File: src/rtl/i2cmb_ctrl_pkg.sv
// Shared definitions for the I2CMB command sequencer: register offsets,
// command codes, completion codes, FSM states and Wishbone request helpers.
package i2cmb_ctrl_pkg;

  // I2CMB register offsets
  localparam logic [1:0] ADR_CSR  = 2'd0;
  localparam logic [1:0] ADR_DPR  = 2'd1;
  localparam logic [1:0] ADR_CMDR = 2'd2;

  // CSR values: enable core with interrupts, or shut it down after a hang
  localparam logic [7:0] CSR_ENABLE  = 8'hC0;
  localparam logic [7:0] CSR_DISABLE = 8'h00;

  // CMDR command codes
  localparam logic [2:0] CMD_WRITE    = 3'b001;
  localparam logic [2:0] CMD_READ_ACK = 3'b010;
  localparam logic [2:0] CMD_READ_NAK = 3'b011;
  localparam logic [2:0] CMD_START    = 3'b100;
  localparam logic [2:0] CMD_STOP     = 3'b101;
  localparam logic [2:0] CMD_SET_BUS  = 3'b110;

  // CMDR status bit positions on read-back
  localparam int BIT_NAK = 6;
  localparam int BIT_AL  = 5;
  localparam int BIT_ERR = 4;

  typedef enum logic [2:0] {
    ST_OK       = 3'd0,
    ST_NAK      = 3'd1,
    ST_ARB_LOST = 3'd2,
    ST_CORE_ERR = 3'd3,
    ST_TIMEOUT  = 3'd4,
    ST_ERR_LEN  = 3'd5
  } status_t;

  typedef enum logic [3:0] {
    IDLE, ENABLE, DPR_WR, CMD_WR, WAIT_IRQ, CMDR_RD, DPR_RD, WDATA_WAIT, DONE
  } state_t;

  // Which step of the transfer the current command belongs to
  typedef enum logic [2:0] {
    PH_BUS, PH_START, PH_ADDR, PH_DATA, PH_READ, PH_STOP
  } phase_t;

  typedef struct packed {
    logic [1:0] adr;
    logic [7:0] dat;
    logic       we;
  } wb_req_t;

  function automatic wb_req_t wb_wr(input logic [1:0] adr, input logic [7:0] dat);
    wb_req_t r;
    r.adr = adr;
    r.dat = dat;
    r.we  = 1'b1;
    return r;
  endfunction

  function automatic wb_req_t wb_rd(input logic [1:0] adr);
    wb_req_t r;
    r.adr = adr;
    r.dat = 8'h00;
    r.we  = 1'b0;
    return r;
  endfunction

  function automatic logic [7:0] cmdr_val(input logic [2:0] cmd);
    return {5'd0, cmd};
  endfunction

endpackage

File: src/rtl/i2cmb_wb_master_port.sv
// Single-access Wishbone master: one read or write per start_i pulse.
// Latency: cyc/stb one cycle after start_i; done_o one cycle after ack sampled.
// Backpressure: holds cyc/stb until wb_ack_i; start_i ignored while busy.
module i2cmb_wb_master_port (
  input  logic       clk_i,
  input  logic       rst_i,
  input  logic       start_i,
  input  logic [1:0] adr_i,
  input  logic [7:0] dat_i,
  input  logic       we_i,
  output logic       done_o,
  output logic [7:0] rdata_o,
  output logic [1:0] wb_adr_o,
  output logic [7:0] wb_dat_o,
  input  logic [7:0] wb_dat_i,
  output logic       wb_we_o,
  output logic       wb_cyc_o,
  output logic       wb_stb_o,
  input  logic       wb_ack_i
);

  logic       stb_q;
  logic       done_q;
  logic [1:0] adr_q;
  logic [7:0] dat_q;
  logic       we_q;
  logic [7:0] rdata_q;

  // Launch on start, hold until ack, then drop strobe and pulse done
  always_ff @(posedge clk_i or posedge rst_i) begin
    if (rst_i) begin
      stb_q   <= 1'b0;
      done_q  <= 1'b0;
      adr_q   <= 2'd0;
      dat_q   <= 8'd0;
      we_q    <= 1'b0;
      rdata_q <= 8'd0;
    end else begin
      done_q <= 1'b0;
      if (stb_q) begin
        if (wb_ack_i) begin
          stb_q   <= 1'b0;
          we_q    <= 1'b0;
          done_q  <= 1'b1;
          rdata_q <= wb_dat_i;
        end
      end else if (start_i) begin
        stb_q <= 1'b1;
        adr_q <= adr_i;
        dat_q <= dat_i;
        we_q  <= we_i;
      end
    end
  end

  assign wb_cyc_o = stb_q;
  assign wb_stb_o = stb_q;
  assign wb_adr_o = adr_q;
  assign wb_dat_o = dat_q;
  assign wb_we_o  = we_q;
  assign done_o   = done_q;
  assign rdata_o  = rdata_q;

endmodule

File: src/rtl/i2cmb_cmd_sequencer.sv
// Turns one byte-transfer request into the I2CMB command sequence over Wishbone.
// Latency: several Wishbone accesses plus irq waits per command; done_o pulses at the end.
// Backpressure: req_ready_o low while busy; wdata_valid_i low stalls indefinitely.
module i2cmb_cmd_sequencer
  import i2cmb_ctrl_pkg::*;
#(
  parameter int IRQ_TIMEOUT = 50000,
  parameter int MAX_LEN     = 16
) (
  input  logic       clk_i,
  input  logic       rst_i,
  input  logic       req_valid_i,
  output logic       req_ready_o,
  input  logic [3:0] req_bus_i,
  input  logic [6:0] req_addr_i,
  input  logic       req_rd_i,
  input  logic [4:0] req_len_i,
  input  logic [7:0] wdata_i,
  input  logic       wdata_valid_i,
  output logic       wdata_ready_o,
  output logic [7:0] rdata_o,
  output logic       rdata_valid_o,
  output logic       done_o,
  output logic [2:0] status_o,
  output logic [1:0] wb_adr_o,
  output logic [7:0] wb_dat_o,
  input  logic [7:0] wb_dat_i,
  output logic       wb_we_o,
  output logic       wb_cyc_o,
  output logic       wb_stb_o,
  input  logic       wb_ack_i,
  input  logic       irq_i
);

  state_t      state_q;
  phase_t      phase_q;
  status_t     status_q;
  status_t     stop_status_q;
  logic        ready_q;
  logic        done_q;
  logic        rvld_q;
  logic [7:0]  rdata_q;
  logic        enabled_q;
  logic        tmo_mode_q;
  logic [4:0]  cnt_q;
  logic [31:0] tmo_q;
  logic [3:0]  bus_q;
  logic [6:0]  addr_q;
  logic        rd_q;
  logic        start_q;
  wb_req_t     wreq_q;

  logic        wb_done;
  logic [7:0]  wb_rdata;

  i2cmb_wb_master_port u_wb (
    .clk_i    (clk_i),
    .rst_i    (rst_i),
    .start_i  (start_q),
    .adr_i    (wreq_q.adr),
    .dat_i    (wreq_q.dat),
    .we_i     (wreq_q.we),
    .done_o   (wb_done),
    .rdata_o  (wb_rdata),
    .wb_adr_o (wb_adr_o),
    .wb_dat_o (wb_dat_o),
    .wb_dat_i (wb_dat_i),
    .wb_we_o  (wb_we_o),
    .wb_cyc_o (wb_cyc_o),
    .wb_stb_o (wb_stb_o),
    .wb_ack_i (wb_ack_i)
  );

  // Sequencer FSM: every Wishbone access is launched on the transition into its state
  always_ff @(posedge clk_i or posedge rst_i) begin
    if (rst_i) begin
      state_q       <= IDLE;
      phase_q       <= PH_BUS;
      status_q      <= ST_OK;
      stop_status_q <= ST_OK;
      ready_q       <= 1'b0;
      done_q        <= 1'b0;
      rvld_q        <= 1'b0;
      rdata_q       <= 8'd0;
      enabled_q     <= 1'b0;
      tmo_mode_q    <= 1'b0;
      cnt_q         <= 5'd0;
      tmo_q         <= 32'd0;
      bus_q         <= 4'd0;
      addr_q        <= 7'd0;
      rd_q          <= 1'b0;
      start_q       <= 1'b0;
      wreq_q        <= '0;
    end else begin
      start_q <= 1'b0;
      done_q  <= 1'b0;
      rvld_q  <= 1'b0;
      case (state_q)
        IDLE: begin
          if (ready_q && req_valid_i) begin
            ready_q <= 1'b0;
            bus_q   <= req_bus_i;
            addr_q  <= req_addr_i;
            rd_q    <= req_rd_i;
            cnt_q   <= req_len_i;
            phase_q <= PH_BUS;
            if (req_len_i == 5'd0 || 32'(req_len_i) > MAX_LEN) begin
              state_q  <= DONE;
              done_q   <= 1'b1;
              status_q <= ST_ERR_LEN;
            end else if (!enabled_q) begin
              state_q    <= ENABLE;
              tmo_mode_q <= 1'b0;
              start_q    <= 1'b1;
              wreq_q     <= wb_wr(ADR_CSR, CSR_ENABLE);
            end else begin
              state_q <= DPR_WR;
              start_q <= 1'b1;
              wreq_q  <= wb_wr(ADR_DPR, {4'd0, req_bus_i});
            end
          end else begin
            ready_q <= 1'b1;
          end
        end
        ENABLE: begin
          if (wb_done) begin
            if (tmo_mode_q) begin
              state_q  <= DONE;
              done_q   <= 1'b1;
              status_q <= ST_TIMEOUT;
            end else begin
              enabled_q <= 1'b1;
              state_q   <= DPR_WR;
              start_q   <= 1'b1;
              wreq_q    <= wb_wr(ADR_DPR, {4'd0, bus_q});
            end
          end
        end
        DPR_WR: begin
          if (wb_done) begin
            state_q <= CMD_WR;
            start_q <= 1'b1;
            wreq_q  <= wb_wr(ADR_CMDR,
                             cmdr_val((phase_q == PH_BUS) ? CMD_SET_BUS : CMD_WRITE));
          end
        end
        CMD_WR: begin
          if (wb_done) begin
            state_q <= WAIT_IRQ;
            tmo_q   <= 32'd0;
          end
        end
        WAIT_IRQ: begin
          if (irq_i) begin
            state_q <= CMDR_RD;
            start_q <= 1'b1;
            wreq_q  <= wb_rd(ADR_CMDR);
          end else if (tmo_q == 32'(IRQ_TIMEOUT - 1)) begin
            // Core is hung: disable it so the next request re-enables from scratch
            state_q    <= ENABLE;
            tmo_mode_q <= 1'b1;
            enabled_q  <= 1'b0;
            start_q    <= 1'b1;
            wreq_q     <= wb_wr(ADR_CSR, CSR_DISABLE);
          end else begin
            tmo_q <= tmo_q + 32'd1;
          end
        end
        CMDR_RD: begin
          if (wb_done) begin
            if (wb_rdata[BIT_AL]) begin
              state_q  <= DONE;
              done_q   <= 1'b1;
              status_q <= ST_ARB_LOST;
            end else if (wb_rdata[BIT_ERR]) begin
              state_q  <= DONE;
              done_q   <= 1'b1;
              status_q <= ST_CORE_ERR;
            end else if (phase_q == PH_STOP) begin
              state_q  <= DONE;
              done_q   <= 1'b1;
              status_q <= stop_status_q;
            end else if (wb_rdata[BIT_NAK] && (phase_q == PH_ADDR || phase_q == PH_DATA)) begin
              stop_status_q <= ST_NAK;
              phase_q       <= PH_STOP;
              state_q       <= CMD_WR;
              start_q       <= 1'b1;
              wreq_q        <= wb_wr(ADR_CMDR, cmdr_val(CMD_STOP));
            end else begin
              case (phase_q)
                PH_BUS: begin
                  phase_q <= PH_START;
                  state_q <= CMD_WR;
                  start_q <= 1'b1;
                  wreq_q  <= wb_wr(ADR_CMDR, cmdr_val(CMD_START));
                end
                PH_START: begin
                  phase_q <= PH_ADDR;
                  state_q <= DPR_WR;
                  start_q <= 1'b1;
                  wreq_q  <= wb_wr(ADR_DPR, {addr_q, rd_q});
                end
                PH_READ: begin
                  state_q <= DPR_RD;
                  start_q <= 1'b1;
                  wreq_q  <= wb_rd(ADR_DPR);
                end
                default: begin
                  // Address or data byte accepted: move to the next byte or finish
                  if (cnt_q == 5'd0) begin
                    stop_status_q <= ST_OK;
                    phase_q       <= PH_STOP;
                    state_q       <= CMD_WR;
                    start_q       <= 1'b1;
                    wreq_q        <= wb_wr(ADR_CMDR, cmdr_val(CMD_STOP));
                  end else if (rd_q) begin
                    phase_q <= PH_READ;
                    state_q <= CMD_WR;
                    start_q <= 1'b1;
                    wreq_q  <= wb_wr(ADR_CMDR,
                                     cmdr_val((cnt_q == 5'd1) ? CMD_READ_NAK : CMD_READ_ACK));
                  end else begin
                    phase_q <= PH_DATA;
                    state_q <= WDATA_WAIT;
                  end
                end
              endcase
            end
          end
        end
        DPR_RD: begin
          if (wb_done) begin
            rdata_q <= wb_rdata;
            rvld_q  <= 1'b1;
            cnt_q   <= cnt_q - 5'd1;
            state_q <= CMD_WR;
            start_q <= 1'b1;
            if (cnt_q == 5'd1) begin
              stop_status_q <= ST_OK;
              phase_q       <= PH_STOP;
              wreq_q        <= wb_wr(ADR_CMDR, cmdr_val(CMD_STOP));
            end else begin
              wreq_q <= wb_wr(ADR_CMDR,
                              cmdr_val((cnt_q == 5'd2) ? CMD_READ_NAK : CMD_READ_ACK));
            end
          end
        end
        WDATA_WAIT: begin
          if (wdata_valid_i) begin
            cnt_q   <= cnt_q - 5'd1;
            state_q <= DPR_WR;
            start_q <= 1'b1;
            wreq_q  <= wb_wr(ADR_DPR, wdata_i);
          end
        end
        DONE: begin
          ready_q <= 1'b1;
          state_q <= IDLE;
        end
        default: state_q <= IDLE;
      endcase
    end
  end

  // Byte handshake decodes straight from the state register so it lasts exactly one cycle
  assign wdata_ready_o = (state_q == WDATA_WAIT) && wdata_valid_i;
  assign req_ready_o   = ready_q;
  assign done_o        = done_q;
  assign status_o      = status_q;
  assign rdata_o       = rdata_q;
  assign rdata_valid_o = rvld_q;

endmodule

File: config.mk
export PLATFORM = sky130hd
export DESIGN_NAME = i2cmb_cmd_sequencer
export DESIGN_NICKNAME = d
export VERILOG_FILES = /design/src/rtl/i2cmb_ctrl_pkg.sv /design/src/rtl/i2cmb_wb_master_port.sv /design/src/rtl/i2cmb_cmd_sequencer.sv
export SDC_FILE = /design/constraint.sdc
export NUM_CORES = 1
export LEC_CHECK = 0
export BUFFER_PORTS_ARGS = -buffer_cell sky130_fd_sc_hd__buf_4
export CELL_PAD_IN_SITES_DETAIL_PLACEMENT = 1
export CELL_PAD_IN_SITES_GLOBAL_PLACEMENT = 1
export CORE_ASPECT_RATIO = 1.75
export CORE_MARGIN = 3
export CORE_UTILIZATION = 41
export CTS_CLUSTER_DIAMETER = 30
export DETAILED_ROUTE_END_ITERATION = 10
export PLACE_DENSITY_LB_ADDON = 0.15
export SYNTH_ARGS = -nofsm -noshare
export SYNTH_HDL_FRONTEND = slang
export SYNTH_SLANG_ARGS = --single-unit
File: constraint.sdc
create_clock -name clk_i -period 3.1 [get_ports clk_i]
set_input_delay 0.465 -clock clk_i [delete_from_list [all_inputs] [get_ports clk_i]]
set_output_delay 0.465 -clock clk_i [all_outputs]
set_load 0.02 [all_outputs]
## Word level (Yosys, flattened, before mapping)

Index checks and enable logic that the tools add are counted.

| word-level totals | value |
|---|---|
| output and inout bits | 28 |
| bits in read-only memories | 0 |
| register bits after elaboration | 108 |
| word-level logic and storage cells | 236 |
| input port bits | 39 |
| memory bits (writable) | 0 |
| latch bits | 0 |
| memories kept | 0 |

| operators by class | value |
|---|---|
| bitwise gates (word level) | 1 |
| $add $sub $neg | 2 |
| magnitude comparators | 1 |
| reductions and logical operators | 35 |
| equal/unequal tests | 43 |
| muxes and demuxes | 129 |
| div/mod/pow operators | 0 |
| shift operators | 0 |
| multiply operators | 0 |

Operators with widths:

| cell | number |
|---|---|
| 11-bit 2-to-1 mux | 16 |
| 32-bit 2-to-1 mux | 3 |
| 3-bit 2-to-1 mux | 31 |
| 11-bit case mux with 7 select lines | 1 |
| 32-bit case mux with 2 select lines | 1 |
| 4-bit 2-to-1 mux | 14 |
| 1-bit 2-to-1 mux | 45 |
| 3-bit case mux with 3 select lines | 4 |
| 11-bit case mux with 3 select lines | 1 |
| 32-bit by 1-bit adder with 32-bit output (second input constant) | 1 |
| 32-bit by 16-bit equality test with 1-bit output (second input constant) | 1 |
| 2-bit != test (second input constant) | 15 |
| 4-bit case mux with 7 select lines | 1 |
| 9-bit AND reduction | 2 |
| 4-bit by 3-bit equality test with 1-bit output (second input constant) | 4 |
| 5-bit 2-to-1 mux | 3 |
| 5-bit case mux with 3 select lines | 1 |
| 14-bit AND reduction | 1 |
| 7-bit AND reduction | 2 |
| 2-bit by 1-bit != test with 1-bit output (second input constant) | 6 |
| 3-bit != test (second input constant) | 4 |
| 2-bit nonzero test | 6 |
| 5-bit zero test | 2 |
| 10-bit 2-to-1 mux | 1 |
| other kinds (30) | 45 |

## Logic depth before layout (Yosys ltp)

| depth | value |
|---|---|
| depth after elaboration | 11 |
| gate-level depth with buffers | 9 |
| mapped depth without buffers | 7 |

## By module

From an unflattened synthesis, not the netlist that was laid out.

| second synthesis, totals | value |
|---|---|
| cells, all modules | 540 |
| area total of the unflattened synthesis | 5505.3 µm² |

Modules (own cells, without submodules):

| module | cells each | area an instance (µm²) | times used | seq. area each (µm²) |
|---|---|---|---|---|
| i2cmb_cmd_sequencer | 491 | 4668.2 | 1 | 2127.0 |
| i2cmb_wb_master_port | 49 | 837.1 | 1 | 525.5 |

## Worst setup path after synthesis

Ideal clock, no wire load.

| timing | value |
|---|---|
| path kind | register to register |
| from | reg tmo_q[0] |
| to | reg wreq_q[0] (netlist bit) |
| buffers on the path | 1 |
| library setup time | 0.125 ns |
| arrival | 2.323 ns |
| cell stages (with the launch flop) | 9 |
| setup slack | 0.652 ns |
| data required time | 2.975 ns |
| path through | dfrtp_1 -> ha_1 -> nand4b_1 -> or4b_4 -> nor3_4 -> o21ai_1 -> or3_4 -> buf_6 -> mux2_4 |

| on the way | value |
|---|---|
| cells in the longest elaborated chain, start to end | 3 |

Ends and longest elaborated chain:

| element | line | RTL |
|---|---|---|
| from (decl) | i2cmb_cmd_sequencer.sv:46 | `logic [31:0] tmo_q;` |
| from (signal assigned) | i2cmb_cmd_sequencer.sv:166 | `tmo_q <= tmo_q + 32'd1;` |
| 32-bit by 16-bit equality test with 1-bit output | i2cmb_cmd_sequencer.sv:158 | `end else if (tmo_q == 32'(IRQ_TIMEOUT - 1)) begin` |
| 3-bit != test (no source line) | -- |  |
| 14-bit AND reduction (no source line) | -- |  |
| to (signal assigned) | i2cmb_cmd_sequencer.sv:157 | `wreq_q <= wb_rd(ADR_CMDR);` |
| to (signal assigned) | i2cmb_cmd_sequencer.sv:164 | `wreq_q <= wb_wr(ADR_CSR, CSR_DISABLE);` |
| to (signal assigned) | i2cmb_cmd_sequencer.sv:188 | `wreq_q <= wb_wr(ADR_CMDR, cmdr_val(CMD_STOP));` |
| to (decl) | i2cmb_cmd_sequencer.sv:51 | `wb_req_t wreq_q;` |

Every way passes these cells.
A chain may end at the register's enable or synchronous reset.

## Worst setup path in the final report

| timing | value |
|---|---|
| from | reg tmo_q[0] |
| to | reg tmo_q[29] |

| on the way | value |
|---|---|
| cells in the longest elaborated chain, start to end | 4 |

Ends and longest elaborated chain:

| element | line | RTL |
|---|---|---|
| 32-bit by 1-bit adder with 32-bit output | i2cmb_cmd_sequencer.sv:166 |  |
| 32-bit 2-to-1 mux | i2cmb_cmd_sequencer.sv:158 |  |
| 32-bit 2-to-1 mux | i2cmb_cmd_sequencer.sv:154 | `if (irq_i) begin` |
| 32-bit case mux with 2 select lines | i2cmb_cmd_sequencer.sv:98 | `case (state_q)` |

Several ways; a longest one is shown, not always the timed one. The select of a mux whose other input is x is not followed.

==> results.md <==
* Crit path DAT at 2970 ps
* Clock Power Share at 21.6%
* P_int at 3.29 mW
* Final net count at 682
* Share of the synthesized area in the top cell type at 47.2%
* Final hold violation count at 0
* Die H at 161 microns
* Routed WL per cell at around 20 microns
* Vias at 4667
* Critical Path Fanout Max at 12
* Vias in the first global route at a little over 5k
* Crit path required time at 3320 ps
* Slew HR at 50.0%
* Largest area contributor in the netlist: dfrtp_1
* Synth top area cells: dfrtp_1 47%, mux2_2 8.8%, nand2_1 3.7%
* Leak at 2.93 nW
* Total clock buffers created by CTS at 9
* CP endpoint kind: flop
* Initial antenna violation count at 0
* I/O pin total at 67
* Dpl hpwl at 12100 microns
* P per Cell Area at 803 nW/um^2
* Layout cells sized above 1 at 25.2%
* Top FF cell, synth: dfrtp_1
* Worst hold slack at 220 ps
* Total power at 5.32 mW
* Met2 usage in global routing at 40.9%
* Max Freq at 365 MHz
* Die ar. at 15200 sq um
* Area post-placement at ~6300 sq um
* N_diodes at 0
* Number of fill cells at roughly 1.5k
* Final instance area at roughly 6600 sq um
* Core area at 13400 sq um
* YS warnings at 0
* Total global-route track usage at between 20% and 30%
* Startpoint types: flop
* Final setup margin at around 360 ps
* Final sum of negative setup slack at 0 ps
* Synthesis-to-finish area growth at 17.9%
* Fin crit share at 88.5%
* Distinct cells, synth at 63
* First-pass GRT wire length at 26200 microns
* Status: finished, final reports clean
* Register area share after synthesis at 47.2%
* Syn_nets at 620
* Clk_lat worst skew at 350 ps
* Grt met1 use at 24.0%
* CTS Hold Bufs at 0
* H-tree depth at 3
* CTS tree: done
* Crit-path cells: ha_1 > nand4b_1 > or4b_4 > or4_1 > nand2_1 > nor4_1 > mux2i_1
* Total of max-cap violations at 0
* Rows at between 50 and 60
* Net Sw Frac at 38.2%
* Post-Syn Instances at 576
* Slew @ Worst Pin at about 740 ps
* CTS root buf: clkbuf_16
* Routability cong. at 0.900
* Post-Syn Area at between 5000 and 6000 sq um
* CTS Buffer Depth at 2
* CP max stage delay at 590 ps
* Residual DRC count at 0
* EDFF count, synth at 0
* Final Util at 49.5%
* Setup violations, final at 0
* Sink Count at 106
* Number of routed nets with antenna violations at 0
* Worst Skew at 7.12 ps
* DR vias/cell at about 5.7
* First-pass detailed-route iteration total at 4
* Switching power at between 2 and 2.5 mW
* Min Tclk post-route at 2740 ps
* Worst min-delay path class: in2async
* Async set or reset register ratio after synthesis at 100%
* Number of DRC markers in iteration 0 at 195
* Reg power frac at 38.4%
* Die X at 94.5 microns
* Unrepaired setup endpoints after global routing: false
* Routed WL at 16000 microns
* Total congestion overflow at 0
* Yosys reg bits at 106
* Clock Pin Slew Worst Setup and Hold Paths at approximately 80 ps
* Resized cells post-CTS at 0
* Initial Util at between 40% and 50%
* Comb power frac at 39.9%
* Post-CTS setup buffer count at 0
* Crit Path Class: reg2reg
* Largest net degree at the start of global routing at 107
* Critical-path top delay cell: or4_1
* GR Layer Usage met3 at 2.53%
* IO buf count at between 60 and 70
* Max-slew violations at 0
* Most Crowded Layer GR: met2
* Placed cells at 801
* Maximum VDD drop at between 300 and 400 uV
* Post-Syn Area per Cell at 9.76 sq um
* Layout Cells excl Fill at between 800 and 900
* Pre-CTS setup slack at 401 ps
==> registers in the layout, summed over array words and instances, names as in the netlist, 4 cells and up <==
signal and flops:
u_wb.rdata_o 8, wreq_q 11, u_wb.wb_dat_o 8, rdata_o 8
addr_q 7, cnt_q 5, bus_q 4, tmo_q 32
state_q 4
==> placed cells by master, fill, tap and decap left out, types with 9 or more instances in the layout <==
master     synthesis  final
dfrtp_1          106    106
buf_4              2     81
nand2_1           56     56
nor2_1            54     54
mux2_2            44     44
a21oi_1           31     31
nor3_1            28     28
o21ai_0           25     25
nand3_1           23     23
nor4_1            18     18
xnor2_1           18     18
inv_1             15     14
mux2_4             9      9
and3_1             9      9
a31oi_1            9      9
clkbuf_16          0      9
==> final timing paths <==
path	start	slack, ps	to	cells after the start
max in group asynchronous	rst_i	2350	bus_q[0]	3
min in group clk_i	wb_dat_i[7]	340	u_wb.rdata_o[7]	2
min	rst_i	220	req_ready_o	3
max	tmo_q[0]	360	tmo_q[29]	7
min reg2reg	u_wb.rdata_o[3]	470	rdata_o[3]	2
max reg2reg	tmo_q[0]	360	tmo_q[29]	7
==> power by group through the flow <==
| stage | Combinational, mW | Clock [mW] | Sequential, mW |
|---|---|---|---|
| 2_1_floorplan | 1.48 | 0 | 2.04 |
| 3_3_place_gp | 2.07 | 0 | 2.05 |
| 3_5_place_dp | 2.14 | 0 | 2.08 |
| 4_1_cts | 2.15 | 1.18 | 2.05 |
| 5_1_grt | 2.32 | 1.24 | 2.10 |
| 6_report | 2.12 | 1.15 | 2.04 |
==> cell families after synthesis <==
group           share of synthesized area [%]
fa+ha+maj                                1.11
simple gates                             21.0
xor+xnor                                 3.27
buf+inv                                  3.43
flops                                    47.2
mux                                      11.6
compound gates                           12.4
==> synth_stat cells, drive strengths merged, types with 3 or more instances <==
cell type and instances:
nand2 56, nor4 19, dfrtp 106, xnor2 18, nor2b 3, o31ai 6
a31oi 9, and3 9, a22oi 4, inv 15, nand3 23, buf 8
nor3 29, o211ai 3, ha 5, xor2 3, mux2 53, or3 5
or4 3, nand4 6, or2 4, nand2b 6, nor2 54, clkbuf 23
a21oi 32, and2 5, a21o 5, o21ai 27
==> worst max-delay path, delay by kind of cell, from the launching register on <==
family,cells,cell delay [ps]
fa+ha+maj,1,230
flops,1,420
mux,1,150
simple gates,5,1820
==> cell type report <==
cell class,count,area [sq um],share of cell area [%]
Tap cell,174,218,3.28
Sequential cell,106,2650,40.0
Inverter,15,60.1,0.906
Clock inverter,7,68.8,1.04
Clock buffer,9,225,3.40
Multi-Input combinational cell,424,2780,41.9
Timing Repair Buffer,82,628,9.48
==> routing by layer <==
layer,vias to the layer above,wire length [microns]
li1,2202,-
met2,65,9040
met5,-,0
met4,0,641
met3,35,326
met1,2365,5950
No activity file was read; power rests on OpenSTA's default activity.
